`config.mk`:
```
export PLATFORM = sky130hd
export DESIGN_NAME = dfi_upd_lp_ctrl
export DESIGN_NICKNAME = d
export VERILOG_FILES = /design/src/rtl/dfi_upd_lp_ctrl.sv
export SDC_FILE = /design/constraint.sdc
export NUM_CORES = 1
export LEC_CHECK = 0
export CORE_MARGIN = 3
export CORE_UTILIZATION = 49
export CTS_BUF_LIST = sky130_fd_sc_hd__clkbuf_8
export CTS_CLUSTER_SIZE = 8
export DETAILED_ROUTE_END_ITERATION = 12
export PLACE_DENSITY = 0.9
export SLEW_MARGIN = 20
export SYNTH_ARGS = -nofsm -noshare
export SYNTH_HDL_FRONTEND = slang
export SYNTH_SLANG_ARGS = --single-unit
export TNS_END_PERCENT = 100
```
`constraint.sdc`:
```
create_clock -name clock -period 2.9 [get_ports clock]
set_clock_uncertainty 0.15 [all_clocks]
set_input_delay 0.29 -clock clock [delete_from_list [all_inputs] [get_ports clock]]
set_output_delay 0.29 -clock clock [all_outputs]
set_load 0.01 [all_outputs]
```
`src/rtl/dfi_upd_lp_ctrl.sv`:
```
// dfi_upd_lp_ctrl: DFI ctrlupd/phyupd/phymstr/low-power arbiter; MC triggers and DFI acks in, DFI reqs/acks and busy/lp_active/lp_err status out
module dfi_upd_lp_ctrl #(
  parameter int TLP_RESP     = 8,
  parameter int TCTRLUPD_MIN = 4,
  parameter int TCTRLUPD_MAX = 32
) (
  input  logic       clock,
  input  logic       reset,
  input  logic       init_start,
  input  logic       ctrlupd_trig,
  input  logic       lp_trig,
  input  logic [5:0] lp_wakeup_in,
  output logic       ctrlupd_req,
  input  logic       ctrlupd_ack,
  input  logic       phyupd_req,
  input  logic [1:0] phyupd_type,
  output logic       phyupd_ack,
  input  logic       phymstr_req,
  output logic       phymstr_ack,
  output logic       lp_ctrl_req,
  output logic [5:0] lp_ctrl_wakeup,
  input  logic       lp_ctrl_ack,
  output logic       lp_data_req,
  output logic [5:0] lp_data_wakeup,
  input  logic       lp_data_ack,
  output logic       busy,
  output logic       lp_active,
  output logic       lp_err
);
  typedef enum logic [2:0] {IDLE, CTRLUPD, PHYUPD, PHYMSTR, LP_REQ, LP_ACT, LP_EXIT} state_t;
  state_t state;
  logic [5:0] cnt, wake;
  logic ctrlupd_pend, ack_seen, ctrl_seen, data_seen, lp_req, unused_ok;
  int c1;
  assign c1 = int'(cnt) + 1;
  assign unused_ok = ^phyupd_type;
  assign lp_ctrl_req = lp_req;
  assign lp_data_req = lp_req;
  assign lp_ctrl_wakeup = wake;
  assign lp_data_wakeup = wake;
  assign busy = state != IDLE;
  assign lp_active = state == LP_ACT;
  always_ff @(posedge clock) begin
    if (reset) begin
      state <= IDLE;
      cnt <= '0;
      wake <= '0;
      ctrlupd_pend <= 1'b0;
      ack_seen <= 1'b0;
      ctrl_seen <= 1'b0;
      data_seen <= 1'b0;
      lp_req <= 1'b0;
      ctrlupd_req <= 1'b0;
      phyupd_ack <= 1'b0;
      phymstr_ack <= 1'b0;
      lp_err <= 1'b0;
    end else begin
      cnt <= &cnt ? cnt : cnt + 6'd1;
      lp_err <= 1'b0;
      ctrlupd_pend <= ctrlupd_pend | ctrlupd_trig;
      case (state)
        IDLE: if (!init_start) begin
          if (phymstr_req) begin
            state <= PHYMSTR;
            cnt <= '0;
          end else if (phyupd_req) begin
            state <= PHYUPD;
            cnt <= '0;
          end else if (ctrlupd_pend) begin
            state <= CTRLUPD;
            cnt <= '0;
            ctrlupd_req <= 1'b1;
            ctrlupd_pend <= 1'b0;
            ack_seen <= 1'b0;
          end else if (lp_trig) begin
            state <= LP_REQ;
            cnt <= '0;
            lp_req <= 1'b1;
            wake <= lp_wakeup_in;
            ctrl_seen <= 1'b0;
            data_seen <= 1'b0;
          end
        end
        CTRLUPD: begin
          if (ctrlupd_ack) ack_seen <= 1'b1;
          if (c1 >= TCTRLUPD_MIN && !ctrlupd_ack && (ack_seen || c1 >= TCTRLUPD_MAX)) begin
            state <= IDLE;
            cnt <= '0;
            ctrlupd_req <= 1'b0;
          end
        end
        PHYUPD: begin
          phyupd_ack <= phyupd_req;
          if (!phyupd_req) begin
            state <= IDLE;
            cnt <= '0;
          end
        end
        PHYMSTR: begin
          phymstr_ack <= phymstr_req;
          if (!phymstr_req) begin
            state <= IDLE;
            cnt <= '0;
          end
        end
        LP_REQ: begin
          ctrl_seen <= ctrl_seen | lp_ctrl_ack;
          data_seen <= data_seen | lp_data_ack;
          if ((ctrl_seen || lp_ctrl_ack) && (data_seen || lp_data_ack)) begin
            state <= LP_ACT;
            cnt <= '0;
          end else if (c1 >= TLP_RESP) begin
            state <= LP_EXIT;
            cnt <= '0;
            lp_req <= 1'b0;
            lp_err <= 1'b1;
          end
        end
        LP_ACT: if (!lp_trig || phyupd_req || phymstr_req || ctrlupd_pend) begin
          state <= LP_EXIT;
          cnt <= '0;
          lp_req <= 1'b0;
        end
        LP_EXIT: if (!lp_ctrl_ack && !lp_data_ack) begin
          state <= IDLE;
          cnt <= '0;
          wake <= '0;
        end
        default: state <= IDLE;
      endcase
    end
  end
endmodule

```
==> out/results.ini <==
[setup_path]
timing.rr.start=cnt[0]$_SDFF_PP0_
rr_worst_depth=6
path_delay_family=simple AND/OR/NAND/NOR gates
slowest_stage=nor4_2
cpPeakStageDelay_ns=0.60
cp-end-kind=flop
arrival_ns=2.45
worstPathRequired_ns=2.88
path_common_cell=nor3_1
path_buf_inv=0
worstPathCellList=ha_1 > and2_1 > a211oi_1 > nor3_1 > nor4_2 > nor3_1
reg2reg_to=cnt[1]$_SDFF_PP0_
reg2reg_slack_ns=0.43
critPathMaxFanout=5
critical_path_class=reg2reg
crit_cells=6
startpoint_type=flop

[timing]
rsz0062_at_grt=false
fin_setup_tns_ns=0
hold_slack_ns=0.342
slew_violations=0
setup_violations=0
fin_crit_sh_pct=85.1
finalHoldViolCount=0
finalCriticalPeriod_ns=2.47
tightestPinTransition_ns=0.621
slew_headroom_pct=58.3
max_freq_ghz=0.405

[flow_run]
cap_violations=0

[floorplan]
io_pins=38
start_util_pct=53.9
row_count=18
core_area_mm2=0.00259
dieArea_mm2=0.00352
die_h_um=59.4
die_w_um=59.4

[logic_synthesis]
yosysUniqueCellTypes=43
ys_ff_latch=24
ys_seq_area_share_pct=34.4
synth_fa_ha_area_share_pct=1.79
netlist_area_mm2=0.00140
synthSimpleGateAreaFrac_pct=30.1
synth_top_family_by_area=simple AND/OR/NAND/NOR gates
ys_warn_count=0
async_flop_share_pct=0
synth.avg_cell_area_um2=8.40
synthMuxAreaShare_pct=4.66
post-synth-top-area-fraction_pct=34.4
synth_edf_count=0
ys.flop_type=dfxtp_1
synth_area_leaders=dfxtp_1, nor3_1, nand2b_1
synth_compound_area_share_pct=20.6
yosys.area.top_type=dfxtp_1
synth_cells=166
syn_nets=186
synthXorXnorAreaFrac_pct=1.26

[global_route]
grt_pass1_wl_um=5490
grt_pass1_vias=1277
grt_usage_pct=20.4
overflow=0
grt_max_degree=19
grt_antenna_before_repair=0

[clock_network]
path_clk_slew_ns=0.07
ctsHoldBuffers=0
worstSkewPairLatency_ns=0.26
cts-root-buf=clkbuf_8
tritoncts=done
h-tree-depth=1
cts-buffers-inserted=3
max-clock-path-buffers=2
cts_sinks=24
cts_resized=0
cts_setup_buffers=0

[cells_and_area]
final_common_cell=clkdlybuf4s50_1
area_delta_synth_final_pct=26.4
fin_util_pct=68.1
fin_area_mm2=0.00176
register_area_um2=480
fillerInstances=225
multi_input_area_um2=816
most-common-layout-cells=clkdlybuf4s50_1, dfxtp_1, nor2_1
nets=214
antenna_cells=0
drive_above_1_share_pct=7.81

[power_and_ir_drop]
power.total_mw=1.26
power.density_mw_per_mm2=716
p_int_mw=0.791
combPwrFrac_pct=46.7
clockPowerShare_pct=14.9
power_frac_seq_pct=38.4
irDropWorstVdd_mv=0.455
switching_share_pct=37.3
p_sw_mw=0.471
p_leak_nw=0.612

[drt]
vias=1345
wirelength_um=3550
viasPerCell=6.06
routedWlPerCell_um=16.0
drtIter0Drc=65
first_pass_iters=6
antenna_left=0
drc=0

[status]
status=finished clean

[placed_design]
placed_cell_area_mm2=0.00172
place_hpwl_um=2680
io_buffers=35
gp_congestion=0.987

[worst_hold_path]
min_from=lp_ctrl_wakeup[5]$_SDFFE_PP0P_
hold_class=reg2reg
hold_depth=2
min_to=lp_ctrl_wakeup[5]$_SDFFE_PP0P_

power groups by stage:
stage          registers, mW  logic (mW)  clock network [mW]
6_report               0.485       0.589               0.188
5_1_grt                0.497       0.633               0.206
4_1_cts                0.484       0.587               0.193
3_5_place_dp           0.491       0.584                   0
3_3_place_gp           0.483       0.560                   0
2_1_floorplan          0.477       0.385                   0
final cells by class:
class | count | share of cell area, %
Sequential cell | 24 | 27.3
Timing Repair Buffer | 38 | 21.1
Multi-Input combinational cell | 123 | 46.3
Tap cell | 30 | 2.13
Clock buffer | 3 | 2.34
Inverter | 4 | 0.852
synthesized netlist by cell type (2+ instances only):
master / count
nand2b_1: 9
clkbuf_1: 7
and2_1: 2
a32o_1: 2
nor3_1: 12
mux2i_1: 5
o311a_1: 2
o21bai_1: 2
a211o_1: 2
nand3b_1: 3
dfxtp_1: 24
a31oi_1: 4
nor2b_1: 2
buf_4: 7
a211oi_1: 5
inv_1: 4
nor2_1: 15
a21oi_1: 9
ha_1: 2
a2111oi_2: 2
nand2_1: 9
nand3_1: 10
o21ai_0: 7
per-stage QoR:
step	instances	setup slack (ns)
6_report	222	0.433
5_1_grt	222	0.368
4_1_cts	222	0.466
3_5_place_dp	219	0.371
3_3_place_gp	219	0.436
2_1_floorplan	166	0.782
tightest hold or removal path: stages (launching register included):
cell,delay [ns]
dfxtp_1,0.32
nand2b_1,0.07
a21oi_1,0.05
cell families after synthesis:
| family | Yosys count |
|---|---|
| AOI/OAI and AO/OA | 39 |
| buffers and inverters | 19 |
| and+or+nand+nor | 74 |
| adders and majority gates | 2 |
| xor gates and xnor gates | 2 |
| DFF | 24 |
| muxes | 6 |
worst max-delay path by stage:
stage	from	end	slack, ns
final	cnt[0]$_SDFF_PP0_	cnt[1]$_SDFF_PP0_	0.43
after floorplan	cnt[0]$_SDFF_PP0_	state[1]$_SDFFE_PP0P_	0.78
after CTS	cnt[0]$_SDFF_PP0_	cnt[1]$_SDFF_PP0_	0.47
after global routing	cnt[0]$_SDFF_PP0_	cnt[1]$_SDFF_PP0_	0.37
after detailed placement	phymstr_req	cnt[3]$_SDFF_PP0_	0.37
after global placement	phymstr_req	cnt[0]$_SDFF_PP0_	0.44
routing by layer:
layer	wire length [µm]	GRT usage [%]
met3	247	5.01
met4	61	7.12
met1	1320	20.6
met2	1920	39.5
met5	0	0
Power figures use the tool's default switching activity.
